File: src/rtl/prod_accumulator_pkg.sv
// Shared types and arithmetic for the multiplier-product accumulation stages.
// Later accumulating stages reuse sat_add with their own accumulator width.
package prod_accumulator_pkg;

    localparam int PROD_W    = 8;
    localparam int ACC_MAX_W = 16;
    localparam int SUM_W     = ACC_MAX_W + 1;

    typedef enum logic [0:0] {
        ACC  = 1'b0,
        EMIT = 1'b1
    } state_t;

    typedef struct packed {
        logic [ACC_MAX_W-1:0] sum;
        logic                 ovf;
    } sat_res_t;

    // Unsigned add of a product onto an accumulator of width acc_w (<= ACC_MAX_W),
    // clamping to the all-ones value of that width instead of wrapping.
    function automatic sat_res_t sat_add(
        input logic [ACC_MAX_W-1:0] a,
        input logic [PROD_W-1:0]    b,
        input int unsigned          acc_w
    );
        sat_res_t          res;
        logic [SUM_W-1:0]  full;
        logic [SUM_W-1:0]  lim;
        full = {1'b0, a} + {{(SUM_W-PROD_W){1'b0}}, b};
        lim  = ({{(SUM_W-1){1'b0}}, 1'b1} << acc_w) - {{(SUM_W-1){1'b0}}, 1'b1};
        if (full > lim) begin
            res.sum = lim[ACC_MAX_W-1:0];
            res.ovf = 1'b1;
        end else begin
            res.sum = full[ACC_MAX_W-1:0];
            res.ovf = 1'b0;
        end
        return res;
    endfunction

endpackage

File: src/rtl/prod_accumulator_sat_adder.sv
// Combinational saturating adder: ACC_W-bit accumulator plus an 8-bit product.
module sat_adder
    import prod_accumulator_pkg::*;
#(
    parameter int ACC_W = 10
) (
    input  logic [ACC_W-1:0]  a,
    input  logic [PROD_W-1:0] b,
    output logic [ACC_W-1:0]  sum,
    output logic              ovf
);

    sat_res_t             res_s;
    logic [ACC_MAX_W-1:0] sum_unused_s;

    // Evaluate the shared saturate-add at this instance's width
    always_comb begin
        res_s = sat_add(ACC_MAX_W'(a), b, ACC_W);
    end

    assign sum          = res_s.sum[ACC_W-1:0];
    assign ovf          = res_s.ovf;
    assign sum_unused_s = res_s.sum;

endmodule

File: src/rtl/prod_accumulator.sv
// Block accumulator for multiplier products: sums BLOCK_LEN products with
// unsigned saturation and hands one registered result downstream per block.
module prod_accumulator
    import prod_accumulator_pkg::*;
#(
    parameter int ACC_W     = 10,
    parameter int BLOCK_LEN = 4,
    parameter int CNT_W     = 4
) (
    input  logic              clk,
    input  logic              rst_n,
    input  logic              clear,
    input  logic              in_valid,
    output logic              in_ready,
    input  logic [PROD_W-1:0] prod,
    output logic              out_valid,
    input  logic              out_ready,
    output logic [ACC_W-1:0]  out_data,
    output logic              out_sat
);

    state_t           state_r;
    state_t           state_nxt_s;
    logic [ACC_W-1:0] acc_r;
    logic [ACC_W-1:0] out_data_r;
    logic [CNT_W-1:0] cnt_r;
    logic             sat_r;
    logic             out_sat_r;

    logic [ACC_W-1:0] sum_s;
    logic             ovf_s;
    logic             in_ready_s;
    logic             out_valid_s;
    logic             in_beat_s;
    logic             out_beat_s;
    logic             last_s;

    sat_adder #(
        .ACC_W (ACC_W)
    ) u_sat_adder (
        .a   (acc_r),
        .b   (prod),
        .sum (sum_s),
        .ovf (ovf_s)
    );

    assign in_beat_s  = in_valid & in_ready_s;
    assign out_beat_s = out_valid_s & out_ready;
    assign last_s     = (cnt_r == CNT_W'(BLOCK_LEN - 1));

    // State register
    always_ff @(posedge clk or negedge rst_n) begin
        if (!rst_n) begin
            state_r <= ACC;
        end else begin
            state_r <= state_nxt_s;
        end
    end

    // Next-state logic; clear overrides any coincident beat
    always_comb begin
        state_nxt_s = state_r;
        if (clear) begin
            state_nxt_s = ACC;
        end else begin
            case (state_r)
                ACC: begin
                    if (in_beat_s && last_s) begin
                        state_nxt_s = EMIT;
                    end else begin
                        state_nxt_s = ACC;
                    end
                end
                EMIT: begin
                    if (out_beat_s) begin
                        state_nxt_s = ACC;
                    end else begin
                        state_nxt_s = EMIT;
                    end
                end
                default: state_nxt_s = ACC;
            endcase
        end
    end

    // Handshake outputs decoded straight from the state register
    always_comb begin
        in_ready_s  = 1'b0;
        out_valid_s = 1'b0;
        case (state_r)
            ACC:     in_ready_s  = 1'b1;
            EMIT:    out_valid_s = 1'b1;
            default: begin
                in_ready_s  = 1'b0;
                out_valid_s = 1'b0;
            end
        endcase
    end

    // Accumulator, beat counter, sticky saturation flag and result registers.
    // The running sum is zeroed as soon as the result is captured, since no
    // input can be accepted again until the block has been emitted.
    always_ff @(posedge clk or negedge rst_n) begin
        if (!rst_n) begin
            acc_r      <= {ACC_W{1'b0}};
            cnt_r      <= {CNT_W{1'b0}};
            sat_r      <= 1'b0;
            out_data_r <= {ACC_W{1'b0}};
            out_sat_r  <= 1'b0;
        end else if (clear) begin
            acc_r      <= {ACC_W{1'b0}};
            cnt_r      <= {CNT_W{1'b0}};
            sat_r      <= 1'b0;
            out_data_r <= out_data_r;
            out_sat_r  <= 1'b0;
        end else if (in_beat_s) begin
            if (last_s) begin
                acc_r      <= {ACC_W{1'b0}};
                cnt_r      <= {CNT_W{1'b0}};
                sat_r      <= 1'b0;
                out_data_r <= sum_s;
                out_sat_r  <= sat_r | ovf_s;
            end else begin
                acc_r      <= sum_s;
                cnt_r      <= cnt_r + {{(CNT_W-1){1'b0}}, 1'b1};
                sat_r      <= sat_r | ovf_s;
                out_data_r <= out_data_r;
                out_sat_r  <= out_sat_r;
            end
        end else if (out_beat_s) begin
            acc_r      <= {ACC_W{1'b0}};
            cnt_r      <= {CNT_W{1'b0}};
            sat_r      <= 1'b0;
            out_data_r <= out_data_r;
            out_sat_r  <= out_sat_r;
        end else begin
            acc_r      <= acc_r;
            cnt_r      <= cnt_r;
            sat_r      <= sat_r;
            out_data_r <= out_data_r;
            out_sat_r  <= out_sat_r;
        end
    end

    assign in_ready  = in_ready_s;
    assign out_valid = out_valid_s;
    assign out_data  = out_data_r;
    assign out_sat   = out_sat_r;

endmodule

File: config.mk
export PLATFORM = sky130hd
export DESIGN_NAME = prod_accumulator
export DESIGN_NICKNAME = d
export VERILOG_FILES = /design/src/rtl/prod_accumulator_pkg.sv /design/src/rtl/prod_accumulator_sat_adder.sv /design/src/rtl/prod_accumulator.sv
export SDC_FILE = /design/constraint.sdc
export NUM_CORES = 1
export LEC_CHECK = 0
export CAP_MARGIN = 20
export CORE_MARGIN = 2
export CORE_UTILIZATION = 55
export DETAILED_ROUTE_END_ITERATION = 12
export PLACE_DENSITY = 0.93
export SETUP_SLACK_MARGIN = 0.5
export SYNTH_ARGS = -nofsm -noshare
export SYNTH_HDL_FRONTEND = slang
export SYNTH_HIERARCHICAL = 1
export SYNTH_SLANG_ARGS = --single-unit
File: constraint.sdc
create_clock -name clk -period 3.9 [get_ports clk]
set_input_delay 0.39 -clock clk [delete_from_list [all_inputs] [get_ports clk]]
set_output_delay 0.39 -clock clk [all_outputs]
set_load 0.1 [all_outputs]
---- Yosys cells after proc, flatten, opt, wreduce, memory -nomap -nowiden ----
Index checks and enable logic that the tools add are counted.
Widths: inputs -> output; s select.
storage, ports and cells
  word-level logic and storage cells ...... 43
  output and inout port bits .............. 13
  input bits .............................. 13
  register bits ........................... 27
cells by class
  add/sub/neg operators ................... 2
  multiplexer cells ....................... 22
  equal/unequal tests ..................... 1
  reductions and logical operators ........ 6
  $lt $le $gt $ge ......................... 1
  bitwise logic cells ..................... 5
operators by type and width
  operator              number
  $mux 10               4
  $mux 4                4
  $mux 1                12
  $add 10x8->11         1
  $gt 11x10->1 const B  1
  $mux 11               1
  $add 4x1->4 const B   1
  $eq 4x2->1 const B    1
  $reduce_bool 2->1     2
  $reduce_and 3->1      1
  $reduce_bool 3->1     1
  $and 1x1->1           2
  $not 1->1             2
  $pmux 1 s2            1
  $reduce_and 2->1      1
  $logic_and 1x1->1     1
  $or 1x1->1            1

---- Longest topological paths before layout ----
Gate-level depths: netlist (run 1).
  word-level depth ........................ 7
  gate-level depth with buffers ........... 11
  mapped depth without buffers ............ 10

---- Cells and area by module ----
The synthesis (run 1) kept the hierarchy.
modules (own cells, without submodules)
  module            area each (µm²)  cells each  times used  sequential area each (µm²)
  prod_accumulator  1124.8           78          1           675.6
  sat_adder         467.9            65          1           0.0

---- Worst setup path after synthesis (run 1) ----
OpenSTA, ideal clock, no wires.
  path kind ............................... reg2reg
  start ................................... reg state_r
  end ..................................... reg state_r
  buffers on the path ..................... 0
  library setup time ...................... 72 ps
  arrival ................................. 2098 ps
  cell stages (with the launch flop) ...... 4
  setup slack ............................. 1730 ps
  cell sequence ........................... dfrtp_1 -> inv_1 -> a2bb2oi_1 -> nor2_1
between the ends
  word-level cells in the longest chain between the ends .. 6
  elaborated cells between the ends (all ways) .. 10
ends and longest elaborated chain
  what                    RTL line                RTL
  start, declared         prod_accumulator.sv:22  state_t state_r;
  start signal, assigned  prod_accumulator.sv:56  state_r <= state_nxt_s;
  $mux 1                  prod_accumulator.sv:90  case (state_r)
  named net in_ready      prod_accumulator.sv:14  output logic in_ready,
  $and 1x1->1             prod_accumulator.sv:47  assign in_beat_s = in_valid & in_ready_s;
  $logic_and 1x1->1       prod_accumulator.sv:68  if (in_beat_s && last_s) begin
  $mux 1                  prod_accumulator.sv:68
  $pmux 1 s2              prod_accumulator.sv:66  case (state_r)
  $mux 1                  prod_accumulator.sv:63  if (clear) begin
  named net state_nxt_s   prod_accumulator.sv:23  state_t state_nxt_s;
The timed path passes the listed nets, and every way through them passes these cells.
A chain may end at the register's enable or synchronous reset.

---- Worst setup path in the final report (run 1) ----
  start ................................... reg state_r
  end ..................................... out in_ready
between the ends
  word-level cells in the longest chain between the ends .. 1
ends and longest elaborated chain
  what           RTL line
  $mux 1         prod_accumulator.sv:90
  end, declared  prod_accumulator.sv:14
Every way passes these cells.

==> flow_summary_export.csv, run 1 <==
group,metric,value,unit
place,placement.cell_area,1860,um^2
setup_path,startpoint_type,"flip-flop",
drt,totalWireLength,3360,um
timing,timing.fmax,402,MHz
global_routing,grt_first_pass_wirelength,5930,um
clocking,cts-hold-fix-buffers,0,
timing,grt_setup_unrepaired,"false",
yosys,synthesized_netlist_net_count,166,
finish,postLayoutCoreUtil,68.6,%
timing,final_worst_path_period_share,63.8,%
timing,final.min_clock_period,2.49,ns
timing,number_of_endpoints_with_negative_hold_slack_in_the_final_report,0,
place,gpl.final_weighted_congestion,0.847,
finish,antennaDiodeCount,0,
setup_path,cpMaxStageDelayCell,"clkdlybuf4s50_1",
yosys,post_synth.cell_area_avg,11.1,um^2
yosys,library_cell_with_the_largest_summed_area_after_synthesis,"dfrtp_1",
clocking,path_clk_slew,0.15,ns
yosys,yosysTopAreaCellShare,42.4,%
yosys,postSynthCellCount,143,
global_routing,grt_overflow_total,0,
drt,via_density,6.14,
setup_path,max_stage_delay,1.14,ns
yosys,number_of_enable_type_register_cells_in_the_synthesized_netlist,0,
setup_path,worstSetupPathType,"reg2out",
drt,route.detailed.drc,0,
yosys,synth-warning-count,6,
global_routing,grt.met2_usage,39.3,%
timing,max_slew_margin,33.9,%
yosys,synth.ff_latch_count,27,
clocking,clock_sink_count,27,
global_routing,grt_util_all_layers,22.4,%
finish,areaGrowthSynthToFinish,18.8,%
global_routing,grt_start_max_net_pins,28,
pwr,cellPowerDensity,439,nW/um^2
finish,final_design_area_no_fill,1890,um^2
global_routing,antenna_violations_before_repair,0,
clocking,cts_setup_buffers,0,
yosys,synth-main-ff-cell,"dfrtp_1",
clocking,tritoncts.num_buffers,3,
setup_path,cp_data_arrival_time,2.10,ns
yosys,post_synthesis_cell_type_count,41,
drt,route.detailed.wl_per_inst,16.7,um
drt,vias,1235,
die,num_rows,19,
timing,final-setup-viol-count,0,
place,numPortBuffers,25,
yosys,synthArstFlopShare,100,%
drt,first_pass_iters,6,
timing,maxSlewViolCount,0,
clocking,cts_max_level,1,
global_routing,grt_util_met1,28.4,%
setup_path,data_required_time_at_the_worst_endpoint,3.51,ns
timing,actual_slew_at_the_worst_max_slew_pin,0.985,ns
yosys,synth.cell_area,1590,um^2
yosys,synth_area_leaders,"dfrtp_1 (42%), mux2_2 (7.8%), ha_1 (7.1%)",
drt,postRouteAntennaNets,0,
clocking,cts.path.max_buffers,2,
clocking,cts_tree,"yes",
job,max_cap_violations,0,
setup_path,crit_path_max_fanout,7,
finish,design.final.nets,194,
status,outcome,"finished clean",
yosys,yosysSeqAreaShare,42.4,%
die,start_util,57.8,%
setup_path,cp_cell_sequence,"inv_1 -> clkdlybuf4s50_1",
clocking,clockRootBuffer,"clkbuf_4",
timing,setup_tns,0,ns
place,place.detailed.hpwl,2480,um
die,num_io_pins,26,
global_routing,first_global_vias,1289,
clocking,clkLatencyLatePin,0.33,ns
die,die_area,3340,um^2
timing,timing.clock.skew,0.00477,ns
global_routing,grt-busiest-layer,"met2",
clocking,cts-resized-gates,0,
die,chipWidth,57.8,um
worst_hold_path,hold_path.class,"in2async",
drt,drt-initial-drc-count,17,
die,placeableCoreArea,2760,um^2
global_routing,globalRouteMet3Util,2.90,%
setup_path,crit_path_end_kind,"output pin",
die,die_height,57.8,um
pwr,vdd_ir_drop_max,0.355,mV
finish,drive_gt1_share,15.3,%
timing,finalHoldWorstSlack,0.406,ns
pwr,power_leakage,0.876,nW
==> kinds of logic after synthesis <==
family                   share of synthesized area (%)
AND/OR/NAND/NOR                                   15.4
multiplexers                                      10.4
buffers and inverters                             2.91
flip-flops                                        42.4
AO/OA/AOI/OAI                                     19.4
XOR/XNOR                                          1.10
adder cells (fa/ha/maj)                           8.33
==> layout make-up <==
type,count,area (um^2)
fill,213,866
clock buffer,3,22.5
sequential,27,676
inverter,5,18.8
multi-input combinational,108,871
tap,31,38.8
timing repair buffer,26,258
clock inverter,1,7.51
==> Yosys cell counts, types with 2 or more instances <==
library cell	number
o211ai_1	2
dfrtp_1	27
a21oi_1	6
a22o_1	11
nor3b_4	2
xor2_1	2
nand2_1	11
nand3_1	3
o21a_1	5
nand2b_1	2
ha_1	9
mux2_1	2
nor2b_1	4
buf_6	2
o21ai_0	3
inv_1	5
nor3_1	2
mux2i_1	2
nor2_1	8
mux2_2	11
o21ai_2	4
==> routing by layer <==
layer  share of wire [%]  routed length, um  vias up
met5                   0                  0        -
met4                 1.7                 58        0
met3                 3.3                112        8
met2                  50               1700       31
met1                  44               1500      618
li1                    -                  -      578
==> flip-flops by register name (all words and copies together) (netlist names) <==
signal    count
acc_r        10
cnt_r         4
out_data     10
out_sat       1
sat_r         1
state_r       1
==> report_power, final <==
part           internal, W  switching (W)  leakage, nW
Clock            0.0000392      0.0000858       0.0139
Combinational     0.000119       0.000255        0.496
Sequential        0.000313      0.0000195        0.366
==> through the flow <==
step | setup slack [ns] | instances | total power, W
CTS | 1.40 | 201 | 0.000834
detailed placement | 1.11 | 197 | 0.000710
finish | 1.41 | 201 | 0.000831
global route | 1.33 | 201 | 0.000870
global placement | 1.23 | 197 | 0.000697
floorplan | 1.73 | 143 | 0.000616
==> path summary, 6_finish.rpt <==
kind                                          from  slack, ns                       to  depth (start not counted)
max in group asynchronous                    rst_n       3.24  out_data[5]$_DFFE_PN0P_                          2
max reg2reg                   acc_r[0]$_DFFE_PN0P_       1.55  out_data[5]$_DFFE_PN0P_                          9
min                                          rst_n       0.41        state_r$_DFF_PN0_                          2
min in group clk           out_data[7]$_DFFE_PN0P_       0.51  out_data[7]$_DFFE_PN0P_                          1
max                              state_r$_DFF_PN0_       1.41                 in_ready                          2
min reg2reg                out_data[7]$_DFFE_PN0P_       0.51  out_data[7]$_DFFE_PN0P_                          1
==> critical path, delay by kind of cell (launching register included) <==
family                 cells  cell delay, ns
buffers and inverters      2            1.27
flip-flops                 1            0.50
==> cells in the final DEF, fill, tap and decap left out, types with 3 or more instances in the layout <==
cell	n
a21oi_1	6
a22o_1	11
clkbuf_4	3
clkdlybuf4s50_1	25
dfrtp_1	27
ha_1	9
inv_1	5
mux2_2	11
nand2_1	11
nand3_1	3
nor2_1	8
nor2b_1	4
o21a_1	5
o21ai_0	3
o21ai_2	4
Note: power is estimated with default switching activity, not from simulation.
==> inputs of run 2 (changes only) <==
- CORE_UTILIZATION: 55 -> 48
- PLACE_DENSITY: 0.93 -> 0.87
- clock period: 3.9 -> 2.2 ns (I/O delays scaled with it)
==> flow_summary_export.csv, run 2 (same netlist as run 1, synthesis figures left out) <==
group,metric,value,unit
finish,nFillCells,251,
timing,actual_slew_at_the_worst_max_slew_pin,0.490,ns
finish,area_of_the_multi_input_gates,993,um^2
drt,postRouteAntennaNets,0,
setup_path,cp_cell_sequence,"ha_2 -> inv_2 -> fa_2 -> nor2b_4 -> o31a_4 -> o21ai_4 -> buf_6 -> nand2_2 -> mux2_4 -> mux2_2",
pwr,vdd_ir_drop_max,0.459,mV
setup_path,cpMaxStageDelayCell,"dfrtp_1",
finish,areaGrowthSynthToFinish,30.8,%
timing,grt_setup_unrepaired,"true",
pwr,switching_power,0.000659,W
clocking,clkLatencyLatePin,0.32,ns
place,place.detailed.hpwl,2570,um
finish,final_design_area_no_fill,2080,um^2
timing,maxSlewViolCount,0,
drt,vias,1270,
setup_path,data_required_time_at_the_worst_endpoint,2.41,ns
drt,via_density,5.64,
setup_path,cp_data_arrival_time,2.38,ns
clocking,cts_max_level,1,
global_routing,grt_util_all_layers,20.3,%
clocking,cts.path.max_buffers,2,
finish,seq_area,677,um^2
global_routing,grt_first_pass_wirelength,5770,um
die,chipWidth,61.6,um
timing,final-setup-viol-count,0,
clocking,cts_tree,"yes",
place,gpl.final_weighted_congestion,0.796,
pwr,power_report.internal_total,0.000892,W
pwr,power_leakage,0.992,nW
clocking,tritoncts.num_buffers,3,
finish,postLayoutCoreUtil,67.1,%
die,die_height,61.6,um
drt,route.detailed.drc,0,
timing,number_of_endpoints_with_negative_hold_slack_in_the_final_report,0,
finish,finalNonFillerCells,225,
clocking,clockRootBuffer,"clkbuf_4",
setup_path,worstSetupPathType,"reg2reg",
pwr,sw_frac_of_total,42.5,%
finish,drive_gt1_share,38.1,%
drt,first_pass_iters,4,
pwr,p_comb_share,47.8,%
setup_path,ff2ff_setup_slack,0.03,ns
global_routing,first_global_vias,1337,
global_routing,grt_overflow_total,0,
finish,antennaDiodeCount,0,
pwr,total_power,0.00155,W
finish,design.final.nets,205,
timing,max_slew_margin,67.4,%
drt,route.detailed.wl_per_inst,15.8,um
global_routing,antenna_violations_before_repair,0,
die,start_util,51.3,%
clocking,clock_sink_count,27,
setup_path,crit_path_end_kind,"flip-flop",
die,num_io_pins,26,
timing,timing.fmax,461,MHz
place,placed_cells,219,
job,max_cap_violations,0,
worst_hold_path,hold_path.class,"in2async",
finish,final_common_cell,"dfrtp_1",
finish,layout_common_cells,"dfrtp_1 (26), buf_4 (24), clkdlybuf4s50_1 (12)",
timing,final.min_clock_period,2.17,ns
drt,totalWireLength,3550,um
timing,setup_tns,0,ns
clocking,path_clk_slew,0.16,ns
place,numPortBuffers,25,
setup_path,startpoint_type,"flip-flop",
die,placeableCoreArea,3100,um^2
die,die_area,3800,um^2
place,placement.cell_area,1940,um^2
pwr,pwr-share-seq,38.5,%
status,outcome,"finished clean",
pwr,share_clk_of_total_power,13.7,%
setup_path,crit_path_max_fanout,3,
drt,drt-initial-drc-count,35,
timing,timing.clock.skew,0.0190,ns
pwr,cellPowerDensity,745,nW/um^2
timing,final_worst_path_period_share,98.7,%
die,num_rows,20,
global_routing,grt_start_max_net_pins,28,
setup_path,max_stage_delay,0.43,ns
clocking,cts-hold-fix-buffers,0,
run 2: layout make-up:
class | instances | share of cell area [%]
Timing Repair Buffer | 37 | 15.0
Tap cell | 44 | 2.64
Inverter | 5 | 0.901
Clock buffer | 3 | 1.08
Multi-Input combinational cell | 108 | 47.7
Clock inverter | 1 | 0.240
Sequential cell | 27 | 32.5
run 2: routing by layer:
layer,global-route usage [%],wire length [um],vias up,part of all wire (%)
li1,-,-,600,-
met1,24.8,1560,650,44
met2,38.2,1890,18,53
met3,3.15,93,2,2.6
met4,3.04,10,0,0.28
met5,0,0,-,0
run 2: power by group through the flow:
stage | Sequential [W] | Clock [W] | Combinational [W]
finish | 0.000597 | 0.000213 | 0.000741
global route | 0.000605 | 0.000237 | 0.000785
CTS | 0.000593 | 0.000219 | 0.000715
detailed placement | 0.000601 | 0 | 0.000682
global placement | 0.000598 | 0 | 0.000667
floorplan | 0.000862 | 0 | 0.000241
run 2: worst paths after layout:
path                                         start                      end  depth (start not counted)
setup / recovery              acc_r[0]$_DFFE_PN0P_  out_data[9]$_DFFE_PN0P_                         10
hold / removal                               rst_n     cnt_r[3]$_DFFE_PN0P_                          2
setup reg to reg              acc_r[0]$_DFFE_PN0P_  out_data[9]$_DFFE_PN0P_                         10
hold reg to reg            out_data[7]$_DFFE_PN0P_  out_data[7]$_DFFE_PN0P_                          1
max in group asynchronous                    rst_n        state_r$_DFF_PN0_                          2
min in group clk           out_data[7]$_DFFE_PN0P_  out_data[7]$_DFFE_PN0P_                          1
run 2: timing repair:
item | in CTS | in global routing
pin swaps | 13 | 9
setup endpoints to repair | 22 | 22
setup buffers | 2 | 0
resized for setup | 13 | 7
run 2: critical path: cells and delay by family (launching register included):
kind	cells	cell delay, ns
DFF	1	0.43
muxes	2	0.52
and+or+nand+nor	2	0.09
adders and majority gates	2	0.42
buffers and inverters	2	0.18
AOI/OAI and AO/OA	2	0.43
run 2: through the flow:
stage          hold WS [ns]  setup slack (ns)
6_report              0.245            0.0291
5_1_grt               0.283           -0.0340
4_1_cts               0.264            0.0434
3_5_place_dp          0.487            -0.259
3_3_place_gp          0.474            -0.183
2_1_floorplan       -0.0756             0.199
